### src/rtl/insdec_pkg.sv
// insdec_pkg: decoded-bundle type and encoding constants for the ID/RF decode stage.
// The register-index width of the bundle defaults to 4;
// the optional perf counters in insdec_stage are enabled by INSDEC_PERF_EN.
package insdec_pkg;
  localparam int DEC_REG_W = 4;
  localparam int ADDR_W = 10;   // jump/TOS address width, fixed by the encoding
  localparam int LO_W   = 20;   // fixed-encoding low field, register indices sit above it
  // class-decode opcode bit positions
  localparam int B2 = 2;
  localparam int B3 = 3;
  localparam int B4 = 4;
  localparam int B5 = 5;

  typedef struct packed {
    logic [1:0]           alusel0;
    logic [1:0]           alusel1;
    logic [2:0]           flags;
    logic                 inc;
    logic                 sh1dir;
    logic                 sh2dir;
    logic [3:0]           sh1;
    logic [3:0]           sh2;
    logic                 isSIMD;
    logic                 isJump;
    logic                 pop;
    logic                 zcmpw;
    logic                 setTOS;
    logic                 isHalted;
    logic                 idf;
    logic [ADDR_W-1:0]    jumpAddr;
    logic [DEC_REG_W-1:0] rs0;
    logic [DEC_REG_W-1:0] rs1;
    logic [DEC_REG_W-1:0] rd;
  } dec_t;
endpackage

### src/rtl/insdec_if.sv
// insdec_if: fetch-side and RF-side valid/ready handshakes of the decode stage.
// slave = the decode stage, master = its environment (fetch + RF read).
interface insdec_if
  import insdec_pkg::*;
#(
  parameter int REG_W = DEC_REG_W
);
  localparam int INS_W = LO_W + 3*REG_W;

  logic             in_valid;
  logic             in_ready;
  logic [INS_W-1:0] ins;
  logic             out_valid;
  logic             out_ready;
  dec_t             out_dec;

  modport slave  (input  in_valid, ins, out_ready,
                  output in_ready, out_valid, out_dec);
  modport master (output in_valid, ins, out_ready,
                  input  in_ready, out_valid, out_dec);
endinterface

### src/rtl/insdec_fields.sv
// insdec_fields: purely combinational instruction word -> decoded field bundle.
module insdec_fields
  import insdec_pkg::*;
#(
  parameter  int REG_W = DEC_REG_W,
  localparam int INS_W = LO_W + 3*REG_W
) (
  input  logic [INS_W-1:0] ins,
  output dec_t             dec
);
  logic b5, b4, b3, b2;
  assign b5 = ins[B5];
  assign b4 = ins[B4];
  assign b3 = ins[B3];
  assign b2 = ins[B2];

  // raw field slicing plus opcode-class decode
  always_comb begin
    dec          = '0;
    dec.alusel0  = ins[1:0];
    dec.alusel1  = ins[3:2];
    dec.flags    = ins[8:6];
    dec.inc      = ins[9];
    dec.sh1      = ins[13:10];
    dec.sh1dir   = ins[14];
    dec.sh2      = ins[18:15];
    dec.sh2dir   = ins[19];
    dec.jumpAddr = ins[19:10];
    dec.isSIMD   = ~b5 & ~b4;
    dec.isJump   =  b5 & ~b3;
    dec.pop      =  b5 &  b3;
    dec.zcmpw    =  b4 & ~b3 & ~b2;
    dec.setTOS   = ~b5 &  b3 &  b2;
    dec.isHalted =  b5 &  b4 &  b3;
    dec.idf      =  b4 &  b3 & ~b2;
    dec.rs0      = ins[LO_W           +: REG_W];
    dec.rs1      = ins[LO_W + REG_W   +: REG_W];
    dec.rd       = ins[LO_W + 2*REG_W +: REG_W];
  end
endmodule

### src/rtl/insdec_stage.sv
// insdec_stage: registered instruction decode with a 2-entry skid buffer, thread halt
// state and TOS register. Define INSDEC_PERF_EN to add perf_dec/perf_stall counters.
module insdec_stage
  import insdec_pkg::*;
#(
  parameter int REG_W  = DEC_REG_W,
  parameter int ADDR_W = 10
) (
  input  logic              clk,
  input  logic              rst_n,
  insdec_if.slave           bus,
  input  logic              flush,
  input  logic              resume,
  output logic              halted,
  output logic [ADDR_W-1:0] tos
`ifdef INSDEC_PERF_EN
  ,
  output logic [31:0]       perf_dec,
  output logic [31:0]       perf_stall
`endif
);
  if (ADDR_W != insdec_pkg::ADDR_W) begin : g_addr_chk
    $error("insdec_stage: ADDR_W must be 10");
  end
  if (REG_W != DEC_REG_W) begin : g_reg_chk
    $error("insdec_stage: REG_W must match the dec_t register-index width");
  end

  dec_t dec, out_q, skid_q;
  logic out_v, skid_v, acc, acc_ok;

  insdec_fields #(.REG_W(REG_W)) u_fields (.ins(bus.ins), .dec(dec));

  // in_ready depends only on registered state, never on out_ready
  assign bus.in_ready  = ~skid_v & ~halted;
  assign bus.out_valid = out_v;
  assign bus.out_dec   = out_q;
  assign acc           = bus.in_valid & bus.in_ready;
  assign acc_ok        = acc & ~flush;   // an accept under flush is dropped entirely

  // output register + skid: fill output when it is empty or draining, else park in skid
  always_ff @(posedge clk or negedge rst_n) begin
    if (!rst_n) begin
      out_v  <= 1'b0;
      skid_v <= 1'b0;
      out_q  <= '0;
      skid_q <= '0;
    end else if (flush) begin
      out_v  <= 1'b0;
      skid_v <= 1'b0;
    end else if (!out_v || bus.out_ready) begin
      if (skid_v) begin
        out_q  <= skid_q;
        out_v  <= 1'b1;
        skid_v <= 1'b0;
      end else if (acc) begin
        out_q <= dec;
        out_v <= 1'b1;
      end else begin
        out_v <= 1'b0;
      end
    end else if (acc) begin
      skid_q <= dec;
      skid_v <= 1'b1;
    end
  end

  // halt state: a halt accept wins over a same-cycle resume
  always_ff @(posedge clk or negedge rst_n) begin
    if (!rst_n)                       halted <= 1'b0;
    else if (acc_ok && dec.isHalted)  halted <= 1'b1;
    else if (resume)                  halted <= 1'b0;
  end

  // TOS load on setTOS accept; flush does not revert it
  always_ff @(posedge clk or negedge rst_n) begin
    if (!rst_n)                    tos <= '0;
    else if (acc_ok && dec.setTOS) tos <= dec.jumpAddr;
  end

`ifdef INSDEC_PERF_EN
  // free-running wrap-around counters: output handshakes and input stall cycles
  always_ff @(posedge clk or negedge rst_n) begin
    if (!rst_n) begin
      perf_dec   <= '0;
      perf_stall <= '0;
    end else begin
      perf_dec   <= perf_dec   + {31'd0, out_v & bus.out_ready};
      perf_stall <= perf_stall + {31'd0, bus.in_valid & ~bus.in_ready};
    end
  end
`endif
endmodule

### src/flat_wrapper.sv
// flat-port wrapper written by rule: the top's interface ports become plain ports
module insdec_stage_flat import insdec_pkg::*;
#(
  parameter int REG_W  = DEC_REG_W,
  parameter int ADDR_W = 10
)
  (clk, rst_n, flush, resume, halted, tos, bus_in_valid, bus_ins, bus_out_ready, bus_in_ready, bus_out_valid, bus_out_dec);
  insdec_if #(.REG_W(REG_W)) bus_i ();
  input  logic clk;
  input  logic rst_n;
  input  logic flush;
  input  logic resume;
  output logic halted;
  output logic [ADDR_W-1:0] tos;
  input wire logic [$bits(bus_i.in_valid)-1:0] bus_in_valid;
  input wire logic [$bits(bus_i.ins)-1:0] bus_ins;
  input wire logic [$bits(bus_i.out_ready)-1:0] bus_out_ready;
  output wire logic [$bits(bus_i.in_ready)-1:0] bus_in_ready;
  output wire logic [$bits(bus_i.out_valid)-1:0] bus_out_valid;
  output wire logic [$bits(bus_i.out_dec)-1:0] bus_out_dec;
  assign bus_i.in_valid = bus_in_valid;
  assign bus_i.ins = bus_ins;
  assign bus_i.out_ready = bus_out_ready;
  assign bus_in_ready = bus_i.in_ready;
  assign bus_out_valid = bus_i.out_valid;
  assign bus_out_dec = bus_i.out_dec;
  insdec_stage #(.REG_W(REG_W), .ADDR_W(ADDR_W)) u_core (.clk(clk), .rst_n(rst_n), .bus(bus_i), .flush(flush), .resume(resume), .halted(halted), .tos(tos));
endmodule
### config.mk
export PLATFORM = sky130hd
export DESIGN_NAME = insdec_stage_flat
export DESIGN_NICKNAME = d
export VERILOG_FILES = /design/src/rtl/insdec_pkg.sv /design/src/rtl/insdec_if.sv /design/src/rtl/insdec_fields.sv /design/src/rtl/insdec_stage.sv /design/src/flat_wrapper.sv
export SDC_FILE = /design/constraint.sdc
export NUM_CORES = 1
export LEC_CHECK = 0
export ABC_AREA = 0
export BUFFER_PORTS_ARGS = -buffer_cell sky130_fd_sc_hd__buf_2
export CORE_MARGIN = 4
export CORE_UTILIZATION = 50
export DETAILED_ROUTE_END_ITERATION = 8
export PLACE_DENSITY = 0.76
export SYNTH_ARGS = -nofsm -noshare
export SYNTH_HDL_FRONTEND = slang
export SYNTH_SLANG_ARGS = --single-unit
export TNS_END_PERCENT = 10
### constraint.sdc
create_clock -name clk -period 2.3 [get_ports clk]
set_clock_uncertainty 0.15 [all_clocks]
set_input_delay 0.115 -clock clk [delete_from_list [all_inputs] [get_ports clk]]
set_output_delay 0.115 -clock clk [all_outputs]
set_load 0.1 [all_outputs]
==> impl_metrics.csv <==
group,metric,value,unit
run_status,outcome,"complete, no violations",
route,dr.pass1.iters,4,
floorplanning,initial_utilization,0.512,
route,vias,2460,
sta,slew_viol_final,0,
final_layout,final_cells,494,
clock_network,tritoncts,"built",
worst_setup_path,critPathKind,"reg -> out",
yosys,syn_area_per_cell,15.3,µm²
pwr,power,5.54,mW
placed_design,gp_congestion,0.770,
worst_setup_path,r2r_start,"u_core.halted",
clock_network,cts_buffers,9,
worst_setup_path,reg2reg_to,"u_core.bus.out_dec[1]",
route,wl_per_cell,15.7,µm
clock_network,clock-sinks,87,
sta,min_period,1.85,ns
sta,rsz0062_at_grt,"no",
final_layout,mostFrequentLayoutCells,"buf_2, mux2_2, dfrtp_1",
worst_setup_path,startpoint_type,"flip-flop",
placed_design,placedCellCount,440,
worst_setup_path,reg2reg_depth,4,
pwr,power_density,1090,mW/mm²
yosys,synth_cells,258,
worst_setup_path,reg2reg_slack,0.49,ns
clock_network,cts.htree.levels,3,
yosys,syn_nets,296,
sta,whs,0.0511,ns
yosys,syn_area,0.00395,mm²
sta,tightest_slew,0.576,ns
global_route,grt_use_total,0.175,
route,viasPerCell,4.98,
yosys,yosys.cell_types.count,23,
route,drt_iter0_markers,59,
sta,finalSetupViolCount,0,
sta,hold_violations,0,
final_layout,post-route-cell-area,0.00506,mm²
sta,max_freq,0.540,GHz
worst_setup_path,path_max_fanout,25,
worst_setup_path,crit_required,2.04,ns
global_route,grt_max_degree,46,
floorplanning,die-area,0.00939,mm²
yosys,ys_seq_area_frac,0.551,
global_route,grt_pass1_vias,2717,
worst_setup_path,crit_path_start,"u_core.skid_v",
final_layout,drive_above_1_share,0.612,
pwr,ir_worst_vdd,0.000735,V
sta,finalCritPeriodShare,0.806,
global_route,antenna_found_initial,0,
floorplanning,coreArea,0.00773,mm²
placed_design,port_buffers,97,
hold_path,min_path_type,"in -> reg",
floorplanning,die-width,96.9,µm
worst_setup_path,arrival,1.59,ns
final_layout,final_nets,425,
final_layout,antenna_cells,0,
route,drc,0,
floorplanning,io-pin-count,98,
floorplanning,fp.dieH,96.9,µm
run,maxCapViolations,0,
final_layout,area_growth,28.1,%
placed_design,dp.final_hpwl,5.09,mm
clock_network,clk_pin_slew,0.09,ns
placed_design,placed_area,0.00447,mm²
route,ant_nets,0,
floorplanning,std_cell_rows,32,
global_route,grt_pass1_wl,13.3,mm
clock_network,clock_path_buffers,2,
route,wirelength,7.75,mm
pwr,leakagePower,2.50,nW
worst_setup_path,crit_end,"bus_in_ready",
sta,relSlewSlack,0.616,
final_layout,layout_commonest_cell,"buf_2",
sta,finalSetupTns,0,ns
clock_network,clk_latency,0.34,ns
yosys,ys_warn_count,0,
global_route,gr-total-overflow,0,
worst_setup_path,end_kind,"primary output",
yosys,ys_ff_latch,87,
clock_network,root_buffer,"clkbuf_8",
-- sequential cells by signal, summed over array words and instances (netlist names) --
name and flops:
u_core.bus.out_dec 37, u_core.bus.out_valid 1, u_core.halted 1, u_core.skid_q 37
u_core.skid_v 1, u_core.tos 10
-- synthesized netlist by cell type --
master    number  share of area
mux2_2        88           0.25
dfrtp_1       87           0.55
mux2_4        29           0.11
buf_4         11          0.021
clkbuf_1       5         0.0047
nand2_1        5         0.0047
nor2_1         5         0.0047
buf_2          4         0.0051
buf_6          4          0.011
inv_1          3         0.0028
nand2b_1       3         0.0047
nor2b_1        2         0.0032
o31ai_1        2         0.0038
a21oi_1        1         0.0013
a32o_1         1         0.0025
and2_1         1         0.0016
and3b_1        1         0.0022
mux2i_1        1         0.0025
nand3_1        1         0.0013
nor3_1         1         0.0013
nor4b_4        1         0.0060
o211a_1        1         0.0025
o21ai_0        1         0.0013
-- power breakdown --
group	internal, mW	leakage [nW]	switching (mW)
combinational	0.577	1.32	1.83
sequential	1.86	1.07	0.181
clock	0.589	0.109	0.503
-- worst max-delay path: stages, from the launching register on --
cell,delay (ns)
dfrtp_2,0.44
buf_4,0.26
nor2_2,0.13
buf_2,0.42
-- area by class of cell --
type | count | area [µm²]
clock buffers | 13 | 169
clock inverters | 3 | 40.0
fillers | 580 | 2660
inverters | 3 | 11.3
multi-input cells | 144 | 1600
flip-flops and latches | 87 | 2180
well taps | 102 | 128
repair buffers | 142 | 933
-- through the flow --
stage | setup slack [ns] | utilization
final | 0.447 | 0.655
after global routing | 0.343 | 0.655
after CTS | 0.408 | 0.655
after detailed placement | 0.495 | 0.579
after global placement | 0.538 | 0.579
after floorplan | 0.0475 | -
-- kinds of logic after synthesis --
family	count (synthesis)	share of synthesized area
mux	118	0.363
flops	87	0.551
simple gates	20	0.0297
buf+inv	27	0.0449
compound gates	6	0.0114
-- worst min-delay path by stage --
stage,startpoint,to,slack (ns),depth (start not counted)
detailed placement,rst_n,u_core.bus.out_dec[23],0.005,1
finish,bus_ins[5],u_core.skid_q[28],0.05,3
global route,bus_ins[5],u_core.skid_q[28],0.07,3
global placement,rst_n,u_core.bus.out_dec[23],0.005,1
CTS,bus_ins[5],u_core.skid_q[28],0.03,3
floorplan,rst_n,u_core.bus.out_dec[0],-0.33,0
-- per-layer routing --
| layer | track usage | share of wire | up-vias |
|---|---|---|---|
| met3 | 0.0454 | 0.049 | 17 |
| met2 | 0.290 | 0.49 | 69 |
| met1 | 0.214 | 0.44 | 1217 |
| met5 | 0 | 0 | - |
| li1 | - | - | 1157 |
| met4 | 0.0778 | 0.024 | 0 |
-- repair_timing --
action                    in CTS  in global routing
gates resized for setup        0                  0
hold endpoints to repair     104                  0
hold buffers                  38                  0
buffers inserted               0                  0
No activity file was read; power rests on OpenSTA's default activity.
